File: src/rtl/ysyx_23060332_ifu_pkg.sv
// Shared definitions for the instruction fetch unit: bus widths, reset PC,
// FSM state encodings and the next-pc selector.
package ysyx_23060332_ifu_pkg;

  localparam int InstBus     = 32;
  localparam int InstAddrBus = 32;

  localparam logic [InstAddrBus-1:0] RESET_PC_DEFAULT = 32'h8000_0000;

  localparam logic [2:0] S_IDLE = 3'd0;
  localparam logic [2:0] S_REQ  = 3'd1;
  localparam logic [2:0] S_WAIT = 3'd2;
  localparam logic [2:0] S_HOLD = 3'd3;
  localparam logic [2:0] S_DROP = 3'd4;

  typedef enum logic [1:0] {
    PC_HOLD = 2'd0,
    PC_INC  = 2'd1,
    PC_JUMP = 2'd2
  } pc_sel_e;

  // Redirect targets are forced onto a word boundary.
  function automatic logic [InstAddrBus-1:0] word_align(input logic [InstAddrBus-1:0] addr);
    return {addr[InstAddrBus-1:2], 2'b00};
  endfunction

endpackage

File: src/rtl/ysyx_23060332_pc_reg.sv
// Fetch program counter with its hold / +4 / redirect next-pc mux.
module ysyx_23060332_pc_reg
  import ysyx_23060332_ifu_pkg::*;
#(
  parameter logic [InstAddrBus-1:0] RESET_PC = RESET_PC_DEFAULT
) (
  input  logic                   clk,
  input  logic                   rst_n,
  input  pc_sel_e                sel,
  input  logic [InstAddrBus-1:0] jump_addr,
  output logic [InstAddrBus-1:0] pc
);

  // NOTE: sequential state uses non-blocking assignments so every register
  // samples pre-edge values regardless of block evaluation order.
  always_ff @(posedge clk or negedge rst_n) begin
    if (!rst_n) begin
      pc <= RESET_PC;
    end else begin
      case (sel)
        PC_INC:  pc <= pc + 32'd4;
        PC_JUMP: pc <= word_align(jump_addr);
        default: pc <= pc;
      endcase
    end
  end

endmodule

File: src/rtl/ysyx_23060332_ifu.sv
// Instruction fetch unit: issues one imem request at a time, parks the
// returned instruction for the IDU and handles EXU redirects.
module ysyx_23060332_ifu
  import ysyx_23060332_ifu_pkg::*;
#(
  parameter logic [InstAddrBus-1:0] RESET_PC = RESET_PC_DEFAULT
) (
  input  logic                   clk,
  input  logic                   rst_n,
  input  logic                   jump_en_i,
  input  logic [InstAddrBus-1:0] jump_addr_i,
  output logic                   imem_req_valid_o,
  output logic [InstAddrBus-1:0] imem_req_addr_o,
  input  logic                   imem_req_ready_i,
  input  logic                   imem_resp_valid_i,
  input  logic [InstBus-1:0]     imem_resp_data_i,
  output logic                   inst_valid_o,
  output logic [InstBus-1:0]     inst_o,
  output logic [InstAddrBus-1:0] inst_addr_o,
  input  logic                   inst_ready_i,
  output logic [63:0]            fetch_cnt_o
);

  logic [2:0]             state;
  logic [2:0]             next_state;
  pc_sel_e                pc_sel;
  logic [InstAddrBus-1:0] pc;
  logic                   latch_inst;
  logic                   handoff;

  ysyx_23060332_pc_reg #(
    .RESET_PC (RESET_PC)
  ) u_pc_reg (
    .clk       (clk),
    .rst_n     (rst_n),
    .sel       (pc_sel),
    .jump_addr (jump_addr_i),
    .pc        (pc)
  );

  // NOTE: every signal written here gets a default first so no path through
  // the case leaves it unassigned, which would infer a latch.
  always_comb begin
    next_state = state;
    pc_sel     = PC_HOLD;
    latch_inst = 1'b0;
    handoff    = 1'b0;
    case (state)
      S_IDLE: next_state = S_REQ;
      S_REQ: begin
        if (jump_en_i) pc_sel = PC_JUMP;
        // An accepted request still owes us a response; DROP swallows it.
        if (imem_req_ready_i) next_state = jump_en_i ? S_DROP : S_WAIT;
      end
      S_WAIT: begin
        if (jump_en_i) begin
          pc_sel     = PC_JUMP;
          next_state = imem_resp_valid_i ? S_REQ : S_DROP;
        end else if (imem_resp_valid_i) begin
          latch_inst = 1'b1;
          next_state = S_HOLD;
        end
      end
      S_DROP: begin
        if (jump_en_i) pc_sel = PC_JUMP;
        if (imem_resp_valid_i) next_state = S_REQ;
      end
      S_HOLD: begin
        if (jump_en_i) begin
          pc_sel     = PC_JUMP;
          next_state = S_REQ;
        end else if (inst_ready_i) begin
          pc_sel     = PC_INC;
          handoff    = 1'b1;
          next_state = S_REQ;
        end
      end
      default: next_state = S_IDLE;
    endcase
  end

  always_ff @(posedge clk or negedge rst_n) begin
    if (!rst_n) begin
      state       <= S_IDLE;
      inst_o      <= '0;
      fetch_cnt_o <= '0;
    end else begin
      state <= next_state;
      if (latch_inst) inst_o <= imem_resp_data_i;
      if (handoff) fetch_cnt_o <= fetch_cnt_o + 64'd1;
    end
  end

  assign imem_req_valid_o = (state == S_REQ);
  assign imem_req_addr_o  = pc;
  // A redirect in HOLD squashes the parked instruction in the same cycle.
  assign inst_valid_o     = (state == S_HOLD) && !jump_en_i;
  assign inst_addr_o      = pc;

endmodule
File: config.mk
export PLATFORM = sky130hd
export DESIGN_NAME = ysyx_23060332_ifu
export DESIGN_NICKNAME = d
export VERILOG_FILES = /design/src/rtl/ysyx_23060332_ifu_pkg.sv /design/src/rtl/ysyx_23060332_pc_reg.sv /design/src/rtl/ysyx_23060332_ifu.sv
export SDC_FILE = /design/constraint.sdc
export NUM_CORES = 1
export LEC_CHECK = 0
export ABC_AREA = 1
export BUFFER_PORTS_ARGS = -buffer_cell sky130_fd_sc_hd__buf_2
export CAP_MARGIN = 20
export CELL_PAD_IN_SITES_DETAIL_PLACEMENT = 1
export CELL_PAD_IN_SITES_GLOBAL_PLACEMENT = 1
export CORE_UTILIZATION = 34
export DETAILED_ROUTE_END_ITERATION = 8
export PLACE_DENSITY_LB_ADDON = 0.1
export SETUP_SLACK_MARGIN = 0.3
export SYNTH_ARGS = -nofsm -noshare
export SYNTH_HDL_FRONTEND = slang
export SYNTH_SLANG_ARGS = --single-unit
File: constraint.sdc
create_clock -name clk -period 2.08 [get_ports clk]
set_input_delay 0.312 -clock clk [delete_from_list [all_inputs] [get_ports clk]]
set_output_delay 0.312 -clock clk [all_outputs]
set_load 0.01 [all_outputs]
==> summary.txt, run 1 <==
Critical path
  – Most frequent CP cell: nor2_4
  – Crit-path cells: or2_4 -> nor2_4 -> nor2_2 -> a21oi_2 -> ha_4 -> clkinv_8 -> buf_12 -> nor2_4 -> nor2_1 -> o21ai_1 -> nand2_1
  – Crit Path Max Fanout: 8
  – Top delay family on crit path: simple AND/OR/NAND/NOR gates
  – Worst Setup End Kind: register
  – Reg2reg path depth: 11
  – Crit Path Class: register to register
  – Worst Path Arrival: 2.22 ns
  – CP peak stage delay: approximately 0.45 ns
  – Buf/Inv on CP: 2
  – Slowest library cell on the worst path: dfrtp_2
  – Critical Path Source Type: register
  – Stages on the worst setup path: 11
  – CP Data Required Time: roughly 2.4 ns

Clocking
  – Num CTS Buffers: 17
  – Clock Path Buffers: 2
  – TritonCTS clock tree: done
  – Clock sink count: around 130
  – Latest clock arrival within the worst-skew pair: ~0.43 ns
  – Clk slew on worst S/H paths: approximately 0.06 ns
  – H-Tree Depth: 4
  – Clock Tree Root: clkbuf_16

Global routing
  – Vias in the first global route: 7620
  – First-pass GRT wire length: approximately 40000 um
  – Total GRT Usage: 0.223
  – Largest net degree at the start of global routing: between 40 and 50
  – Total gr overflow: 0
  – Initial antenna violation count: 1

Yosys
  – Flops & latches, synth: 129
  – Async set-reset flop share out of synthesis: 1.00
  – Post-synth EDFFs: 0
  – Leading register cell type out of synthesis: dfrtp_1
  – Top-count cell post-synth: nand2_1
  – Synth cell count leaders: 265 x nand2_1, 165 x nor2_1, 128 x dfrtp_1
  – Yosys warning total: 0
  – Distinct cells, synth: 35
  – Sequential fraction of the synthesis area: 0.419
  – Cells after Synth: around 1000
  – Mean area per synthesized cell: about 7.7 um^2
  – Top-area cell type share of the netlist area: 0.415
  – Mapped Area: 0.00771 mm^2
  – Top cells by area, synth: dfrtp_1 42%, nand2_1 13%, nor2_1 8.0%
  – Synth area leader: dfrtp_1

Detailed routing
  – Mean number of vias per cell: 4.85
  – WL met1: roughly 11000 um
  – Final ANT Viol Nets: 0
  – Met2 routed WL: roughly 13000 um
  – DRC violations left: 20
  – Top sig layer: met4
  – Routed len/inst: roughly 17 um
  – Initial DRC Count: ~330
  – Vias: about 7600
  – DR pass1 iterations: 7
  – Met3 wire length: between 1000 and 1500 um
  – Final WL: 26300 um

Timing
  – Final Hold Viols: 0
  – Fin Hold WS: around 0.11 ns
  – Min Tclk post-route: around 1.9 ns
  – Final Max Slew Viols: 0
  – Final setup violating endpoints: 0
  – PnR worst setup slack: 0.162 ns
  – FMAX: approximately 0.52 GHz
  – Final worst-path cycle share: 0.922
  – Clock skew: between 0.01 and 0.015 ns
  – RSZ-0062 raised after global routing: yes

Run status
  – Outcome: finished with violations
  – Failing checks: design-rule violations

Cells and area
  – Share of cells above drive strength 1: 0.373
  – Area growth syn-to-layout: 37.4%
  – Nets: about 1300
  – Design Area, Final: between 0.01 and 0.015 mm^2

Floorplanning
  – Core area: between 0.02 and 0.025 mm^2
  – Die footprint: around 0.023 mm^2
  – Die W: about 150 um
  – DIE HEIGHT: about 150 um
  – Starting Density: 0.350
  – Row count: 54
  – I/O pins: ~230

Place
  – Pre-CTS setup slack: -0.114 ns
  – GPL Wtd Cong: 0.843
  – PortBufs: between 200 and 250
  – Cell Area, Placed: around 0.0092 mm^2
  – DP HPWL: between 15000 and 20000 um

Worst hold path
  – Worst Hold Class: input pin to register
  – Hold path cells: 3

Power
  – Peak VDD IR: around 0.54 mV
  – Leakage: 0.00536 uW
  – Pwr Density: 1140 mW/mm^2

Job
  – Maxcap violations: 0
[worst reg2reg max path, stage by stage, from the launching register on]
cell      delay (ns)
dfrtp_2         0.45
or2_4           0.29
nor2_4          0.11
nor2_2          0.05
a21oi_2         0.17
ha_4            0.19
clkinv_8        0.11
buf_12          0.17
nor2_4          0.08
nor2_1          0.04
o21ai_1         0.07
nand2_1         0.08
[final timing paths]
path / start / to / slack (ns)
max: state[1]$_DFFE_PN0P_ / u_pc_reg.pc[18]$_DFFE_PN0P_ / 0.16
min: jump_addr_i[2] / u_pc_reg.pc[2]$_DFFE_PN0P_ / 0.11
max reg2reg: state[1]$_DFFE_PN0P_ / u_pc_reg.pc[18]$_DFFE_PN0P_ / 0.16
min reg2reg: u_pc_reg.pc[31]$_DFFE_PN1P_ / u_pc_reg.pc[31]$_DFFE_PN1P_ / 0.48
max in group asynchronous: rst_n / u_pc_reg.pc[11]$_DFFE_PN0P_ / 0.99
min in group asynchronous: rst_n / inst_o[1]$_DFFE_PN0P_ / 0.36
[cells in the final DEF, fill, tap and decap left out, types with 22 or more instances in the layout]
master / count
nand2_1: 252
nor2_2: 26
dfrtp_1: 123
nor2_4: 27
nor2_1: 124
nand3_1: 53
buf_4: 40
xnor2_1: 26
clkbuf_16: 22
inv_1: 94
buf_2: 224
o21ai_1: 24
nand4_1: 25
xor2_1: 26
mux2_2: 32
[through the flow]
step / util / setup TNS [ns] / instances / total power, uW
finish: 0.481 / 0 / 1564 / 12000
global route: 0.481 / 0 / 1564 / 12800
CTS: 0.451 / 0 / 1535 / 11500
detailed placement: 0.416 / -0.772 / 1492 / 8170
global placement: 0.416 / -0.166 / 1492 / 8050
floorplan: - / 0 / 1011 / 6770
[timing repair]
item | in CTS | in global routing
hold buffers | 1 | 0
gates resized for setup | 27 | 109
hold endpoints to repair | 39 | 0
pin swaps | 11 | 33
endpoints found under the setup margin | 50 | 63
gates cloned | 1 | 6
buffers inserted | 9 | 22
[where the power goes]
group | switching [uW] | leakage, uW | internal, uW
sequential | 686 | 0.00162 | 3160
clock | 1340 | 0.000275 | 1590
combinational | 2890 | 0.00346 | 2390
[routing by layer]
layer | up-vias | global-route usage
met5 | - | 0
met2 | 178 | 0.400
li1 | 3699 | -
met3 | 33 | 0.0370
met4 | 0 | 0.0712
met1 | 3682 | 0.271
[flip-flops by register name (all words and copies together), names as in the netlist]
signal and cells:
fetch_cnt_o 64, state 3, u_pc_reg.pc 30, inst_o 32
[cell type report]
| type | count | area (um^2) |
|---|---|---|
| antenna | 1 | 2.50 |
| clock buffer | 17 | 425 |
| clock inverter | 15 | 138 |
| fill | 2772 | 11400 |
| inverter | 99 | 397 |
| multi-input combinational | 733 | 4190 |
| sequential | 129 | 3240 |
| tap | 280 | 350 |
| timing repair buffer | 290 | 1860 |
[cells by family after synthesis]
group,Yosys count,share of synthesized area
flops,129,0.419
compound gates,60,0.0402
xor+xnor,53,0.0602
fa+ha+maj,3,0.00487
simple gates,581,0.337
other cells,1,0.000486
mux,32,0.0467
buf+inv,149,0.0916
Power figures use the tool's default switching activity.
==> inputs of run 2 (changes only) <==
--- a/config.mk
+++ b/config.mk
@@ -6,7 +6,7 @@
 export NUM_CORES = 1
 export LEC_CHECK = 0
 export ABC_AREA = 1
-export BUFFER_PORTS_ARGS = -buffer_cell sky130_fd_sc_hd__buf_2
+export BUFFER_PORTS_ARGS = -buffer_cell sky130_fd_sc_hd__clkbuf_2
 export CAP_MARGIN = 20
 export CELL_PAD_IN_SITES_DETAIL_PLACEMENT = 1
 export CELL_PAD_IN_SITES_GLOBAL_PLACEMENT = 1
@@ -16,4 +16,5 @@
 export SETUP_SLACK_MARGIN = 0.3
 export SYNTH_ARGS = -nofsm -noshare
 export SYNTH_HDL_FRONTEND = slang
+export SYNTH_HIERARCHICAL = 1
 export SYNTH_SLANG_ARGS = --single-unit
==> run 2 against run 1 <==
The run now ends clean. Sequential share of layout area fell by 1.1 points. Clock power rose by 12%. Register-to-register slack got worse by 0.11 ns. Die area rose by 2.1%. Critical path depth rose by 2. Worst hold slack improved by 0.011 ns. Critical path type unchanged. Largest power group unchanged.
==> summary.txt, run 2 <==
Detailed routing
  – Final ANT Viol Nets: 0
  – Final WL: 28300 um
  – Initial DRC Count: 280
  – DR pass1 iterations: 4
  – Mean number of vias per cell: 4.89
  – Routed len/inst: between 15 and 20 um
  – DRC violations left: 0
  – Vias: 8017

Yosys
  – Async set-reset flop share out of synthesis: 1.00
  – Synth cell count leaders: 321 x nand2_1, 174 x nor2_1, 128 x dfrtp_1
  – Yosys warning total: 6
  – Synth area leader: dfrtp_1
  – Distinct cells, synth: 37
  – Cells after Synth: 1067
  – Top-area cell type share of the netlist area: 0.407
  – Flops & latches, synth: roughly 130
  – Sequential fraction of the synthesis area: 0.410
  – Leading register cell type out of synthesis: dfrtp_1
  – Mapped Area: approximately 0.0079 mm^2
  – Top cells by area, synth: dfrtp_1 41%, nand2_1 15%, nor2_1 8.3%
  – Mean area per synthesized cell: between 7 and 8 um^2
  – Top-count cell post-synth: nand2_1
  – Post-synth EDFFs: 0

Power
  – Comb power frac: 0.452
  – Sequential Power Share: 0.299
  – Leakage: 0.00535 uW
  – Clk pwr share: 0.249
  – Pwr Density: 1200 mW/mm^2
  – Sw frac: 0.396
  – Psw: between 5000 and 6000 uW
  – Total power: ~13000 uW
  – Int Power: roughly 8000 uW
  – Peak VDD IR: ~0.57 mV

Global routing
  – Largest net degree at the start of global routing: 48
  – Initial antenna violation count: 0
  – Total gr overflow: 0
  – First-pass GRT wire length: between 40000 and 50000 um
  – Vias in the first global route: between 8000 and 9000
  – Total GRT Usage: 0.240

Clocking
  – Clk slew on worst S/H paths: roughly 0.06 ns
  – H-Tree Depth: 4
  – Clock sink count: 129
  – Clock Tree Root: clkbuf_16
  – Latest clock arrival within the worst-skew pair: approximately 0.42 ns
  – Num CTS Buffers: 17
  – TritonCTS clock tree: done
  – Clock Path Buffers: 2

Timing
  – FMAX: 0.493 GHz
  – Clock skew: between 0.01 and 0.015 ns
  – Min Tclk post-route: ~2.0 ns
  – Final worst-path cycle share: 0.976
  – Final setup violating endpoints: 0
  – Final Max Slew Viols: 0
  – RSZ-0062 raised after global routing: yes
  – Final Hold Viols: 0
  – Setup TNS: 0 ns

Cells and area
  – Finished Layout Cells: approximately 1600
  – Ant. Diodes: 0
  – Max FFs per register: 64
  – Largest Register: fetch_cnt_o
  – Nets: 1414
  – Biggest regs: fetch_cnt_o x64, inst_o x32, u_pc_reg/pc x30
  – Area growth syn-to-layout: 39.8%
  – Commonest non-fill, non-tap cells in the layout: 313 x nand2_1, 223 x clkbuf_2, 128 x nor2_1, 115 x dfrtp_1, 94 x inv_1
  – Share of cells above drive strength 1: 0.382
  – Most common cell after layout, fill and taps aside: nand2_1

Job
  – Maxcap violations: 0

Floorplanning
  – Core area: about 0.023 mm^2
  – Starting Density: 0.347
  – Row count: 55
  – DIE HEIGHT: 154 um
  – Die footprint: 0.0238 mm^2
  – Die W: about 150 um
  – I/O pins: between 200 and 250

Critical path
  – Crit Path Class: register to register
  – Critical Path Source Type: register
  – Worst Path Arrival: ~2.3 ns
  – Crit Path Max Fanout: 6
  – Worst Setup End Kind: register
  – CP Data Required Time: 2.37 ns

Run status
  – Outcome: finished, final reports clean

Place
  – # placed instances: about 1600
  – PortBufs: ~230
  – GPL Wtd Cong: about 0.85
  – DP HPWL: between 20000 and 25000 um

Worst hold path
  – Worst Hold Class: input pin to register
==> run 2: cell type report <==
type                    count  area, um^2
flip-flops and latches    129        3250
fillers                  2851       11700
clock buffers              17         425
multi-input cells         787        4370
repair buffers            306        2020
well taps                 285         357
inverters                 100         388
clock inverters            15         206
==> run 2: what timing repair did <==
item,4_1_cts,5_1_grt
endpoints found under the hold margin,43,0
hold buffers,1,0
buffers inserted,9,33
endpoints found under the setup margin,67,68
cloned,3,4
resized for setup,47,121
pin swaps,14,44
==> run 2: logic make-up after synthesis <==
| logic type | Yosys count | share of synthesized area |
|---|---|---|
| buf+inv | 152 | 0.0940 |
| simple gates | 639 | 0.353 |
| flops | 129 | 0.410 |
| other cells | 1 | 0.000476 |
| compound gates | 69 | 0.0451 |
| mux | 32 | 0.0462 |
| xor+xnor | 42 | 0.0467 |
| fa+ha+maj | 3 | 0.00476 |
==> run 2: power groups by stage <==
stage	Clock (uW)	Sequential, uW	Combinational [uW]
after floorplan	0	4080	2820
after global placement	0	3940	4370
after detailed placement	0	3990	4480
after CTS	3360	3940	5200
after global routing	3470	4070	6500
final	3280	3950	5970
==> run 2: final timing paths <==
path,from,to,slack (ns),cells after the start
worst max-delay path,state[2]$_DFFE_PN0P_,u_pc_reg/pc[9]$_DFFE_PN0P_,0.05,13
worst min-delay path,imem_resp_data_i[24],inst_o[24]$_DFFE_PN0P_,0.12,2
worst max register to register,state[2]$_DFFE_PN0P_,u_pc_reg/pc[9]$_DFFE_PN0P_,0.05,13
worst min register to register,u_pc_reg/pc[31]$_DFFE_PN1P_,u_pc_reg/pc[31]$_DFFE_PN1P_,0.48,2
max in group asynchronous,rst_n,state[0]$_DFFE_PN0P_,1.03,3
min in group asynchronous,rst_n,inst_o[5]$_DFFE_PN0P_,0.41,2
==> run 2: layer usage <==
layer  GRT usage  vias up  share of wire
met5           0        -              0
met4      0.0814        0          0.023
met3      0.0367       37          0.030
met2       0.444      176           0.54
met1       0.279     3929           0.41
li1            -     3875              -
==> run 2: stage by stage <==
| stage | cell area (um^2) | setup WS (ns) | utilization | hold slack, ns |
|---|---|---|---|---|
| detailed placement | 9330 | -0.0667 | 0.411 | 0.300 |
| finish | 11000 | 0.0502 | 0.485 | 0.124 |
| floorplan | 7940 | 0.128 | - | 0.0164 |
| global placement | 9330 | 0.00239 | 0.411 | 0.294 |
| global route | 11000 | -0.0302 | 0.485 | 0.112 |
| CTS | 10300 | 0.150 | 0.453 | 0.108 |
==> run 2: worst max-delay path, stage by stage (launching register included) <==
cell and delay, ns:
dfrtp_1 0.41, inv_2 0.08, nand3_2 0.09, inv_2 0.05
or2_4 0.24, nor2_4 0.12, a21oi_4 0.07, ha_4 0.18
buf_8 0.14, nor2_4 0.19, buf_6 0.13, nand2_1 0.04
o21ai_0 0.07, a21oi_1 0.10
==> inputs of run 3 (changes only) <==
--- a/config.mk
+++ b/config.mk
@@ -5,12 +5,11 @@
 export SDC_FILE = /design/constraint.sdc
 export NUM_CORES = 1
 export LEC_CHECK = 0
-export ABC_AREA = 1
 export BUFFER_PORTS_ARGS = -buffer_cell sky130_fd_sc_hd__clkbuf_2
 export CAP_MARGIN = 20
 export CELL_PAD_IN_SITES_DETAIL_PLACEMENT = 1
 export CELL_PAD_IN_SITES_GLOBAL_PLACEMENT = 1
-export CORE_UTILIZATION = 34
+export CORE_UTILIZATION = 35
 export DETAILED_ROUTE_END_ITERATION = 8
 export PLACE_DENSITY_LB_ADDON = 0.1
 export SETUP_SLACK_MARGIN = 0.3
==> run 3 against run 2 <==
The run now ends with negative setup slack left. Register-to-register slack got worse by 0.20 ns. Cell count is 24% lower. Clock skew is essentially flat. Routed wire length fell by 20%. Core utilization up 4.0 points. Highest routed layer unchanged.
==> summary.txt, run 3 <==
Worst hold path
  – Worst Hold Class: input pin to register

Global routing
  – Vias in the first global route: between 6000 and 7000
  – Initial antenna violation count: 0
  – Largest net degree at the start of global routing: 75
  – First-pass GRT wire length: about 36000 um
  – Total gr overflow: 0
  – Total GRT Usage: 0.230

Clocking
  – Clock sink count: 129
  – Clk slew on worst S/H paths: ~0.060 ns
  – Clock Tree Root: clkbuf_16
  – H-Tree Depth: 4
  – Clock Path Buffers: 2
  – Latest clock arrival within the worst-skew pair: about 0.42 ns
  – TritonCTS clock tree: done
  – Num CTS Buffers: 17

Detailed routing
  – Routed len/inst: roughly 18 um
  – Mean number of vias per cell: roughly 5.3
  – Final WL: approximately 23000 um
  – Initial DRC Count: 182
  – DRC violations left: 0
  – Vias: between 6000 and 7000
  – Final ANT Viol Nets: 0
  – DR pass1 iterations: 5

Run status
  – Failing checks: negative setup slack
  – Outcome: finished with violations

Place
  – PortBufs: about 230
  – Pre-CTS setup slack: -0.126 ns
  – GPL Wtd Cong: approximately 0.85
  – DP HPWL: 16200 um

Critical path
  – Buf/Inv on CP: 1
  – Crit-path cells: or3_1 -> and3_4 -> ha_4 -> buf_4 -> or4_1 -> nor3_2 -> nand3b_1
  – Slowest library cell on the worst path: or4_1
  – Top delay family on crit path: simple AND/OR/NAND/NOR gates
  – Worst Setup End Kind: register
  – CP peak stage delay: around 0.53 ns
  – Crit Path Max Fanout: 10
  – Critical Path Source Type: register
  – CP Data Required Time: about 2.4 ns
  – Worst Path Arrival: around 2.6 ns
  – Crit Path Class: register to register

Timing
  – Fin Hold WS: between 0.1 and 0.15 ns
  – PnR worst setup slack: -0.146 ns
  – Final Hold Viols: 0
  – Final setup violating endpoints: 10
  – Final worst-path cycle share: 1.07
  – Final Max Slew Viols: 0
  – Min Tclk post-route: about 2.2 ns
  – Setup TNS: -0.446 ns
  – Clock skew: around 0.012 ns
  – FMAX: between 0.4 and 0.5 GHz
  – RSZ-0062 raised after global routing: yes

Yosys
  – Cells after Synth: about 680
  – Top-area cell type share of the netlist area: 0.465
  – Top-count cell post-synth: dfrtp_1
  – Synth cell count leaders: 128 x dfrtp_1, 47 x nand2_1, 42 x nor2_1
  – Sequential fraction of the synthesis area: 0.469
  – Synth area leader: dfrtp_1
  – Mapped Area: around 0.0069 mm^2
  – Top cells by area, synth: dfrtp_1 46%, mux2_2 5.6%, xor2_1 5.0%
  – Mean area per synthesized cell: between 10 and 15 um^2
  – Yosys warning total: 6
  – Leading register cell type out of synthesis: dfrtp_1
  – Post-synth EDFFs: 0
  – Distinct cells, synth: 69
  – Flops & latches, synth: 129
  – Async set-reset flop share out of synthesis: 1.00

Cells and area
  – Area growth syn-to-layout: 44.8%
  – Share of cells above drive strength 1: 0.493
  – Max FFs per register: between 60 and 70
  – Fillers: 2181
  – Multi-input logic area: around 0.0037 mm^2
  – Ant. Diodes: 0
  – Biggest regs: fetch_cnt_o x64, inst_o x32, u_pc_reg/pc x30
  – Sequential Area: ~0.0032 mm^2
  – Final Util: 0.525
  – Largest Register: fetch_cnt_o
  – Commonest non-fill, non-tap cells in the layout: 223 x clkbuf_2, 123 x dfrtp_1, 83 x buf_4, 46 x nand2_1, 39 x xor2_1
  – Most common cell after layout, fill and taps aside: clkbuf_2
  – Nets: 1041

Power
  – Leakage: approximately 0.0050 uW
  – Pwr Density: roughly 1100 mW/mm^2
  – Peak VDD IR: between 0.5 and 0.6 mV
  – Total power: around 11000 uW

Floorplanning
  – Row count: 50
  – I/O pins: 232
  – Die W: between 100 and 150 um
  – Starting Density: 0.362
  – DIE HEIGHT: roughly 140 um
  – Die footprint: slightly above 0.02 mm^2
  – Core area: between 0.015 and 0.02 mm^2

Job
  – Maxcap violations: 0
[run 3: kinds of logic after synthesis]
logic type | count (synthesis) | synth area share
adder cells (fa/ha/maj) | 3 | 0.00545
XOR/XNOR | 63 | 0.0801
flip-flops | 129 | 0.469
buffers and inverters | 80 | 0.0646
multiplexers | 35 | 0.0570
other | 1 | 0.000544
AO/OA/AOI/OAI | 87 | 0.0846
AND/OR/NAND/NOR | 281 | 0.239
[run 3: metrics by stage]
step / area [um^2] / cells
detailed placement: 8790 / 1180
floorplan: 7190 / 680
CTS: 9810 / 1233
finish: 9980 / 1241
global placement: 8790 / 1180
global route: 9980 / 1241
[run 3: layout make-up]
type / count / area share
sequential: 129 / 0.324
multi-input combinational: 471 / 0.368
clock inverter: 11 / 0.0150
clock buffer: 21 / 0.0471
tap: 260 / 0.0326
timing repair buffer: 326 / 0.203
inverter: 23 / 0.00990
[run 3: repair_timing]
action / CTS / global route
resized for setup: 48 / 23
setup buffers: 19 / 8
cloned: 1 / 0
hold endpoints to repair: 128 / 0
pin swaps: 18 / 19
hold buffers: 1 / 0
endpoints found under the setup margin: 85 / 89
[run 3: worst paths after layout]
kind                                                  start                           to  slack [ns]  depth (start not counted)
worst max-delay path                   state[0]$_DFFE_PN0P_  u_pc_reg/pc[25]$_DFFE_PN0P_       -0.15                          7
worst min-delay path                   imem_resp_data_i[27]       inst_o[27]$_DFFE_PN0P_        0.12                          2
min in group asynchronous                             rst_n   u_pc_reg/pc[3]$_DFFE_PN0P_        0.44                          3
max in group asynchronous                             rst_n   fetch_cnt_o[5]$_DFFE_PN0P_        1.24                          3
worst max register to register         state[0]$_DFFE_PN0P_  u_pc_reg/pc[25]$_DFFE_PN0P_       -0.15                          7
worst min register to register  fetch_cnt_o[54]$_DFFE_PN0P_  fetch_cnt_o[54]$_DFFE_PN0P_        0.49                          1
[run 3: layer usage]
layer	routed length (um)	global-route usage	part of all wire
met1	9630	0.290	0.43
met2	11200	0.384	0.50
met3	1500	0.0609	0.066
met4	280	0.0713	0.012
met5	0	0	0
[run 3: worst register-to-register path, delay by kind of cell (launching register included)]
| family | cells | cell delay [ns] |
|---|---|---|
| adders and majority gates | 1 | 0.24 |
| buffers and inverters | 1 | 0.18 |
| DFF | 1 | 0.38 |
| and+or+nand+nor | 5 | 1.35 |
[run 3: where the power goes]
part | leakage [uW] | internal (uW) | switching (uW)
logic | 0.00311 | 1860 | 2250
registers | 0.00164 | 3070 | 557
clock network | 0.000300 | 1990 | 1180
total | 0.00504 | 6920 | 3980
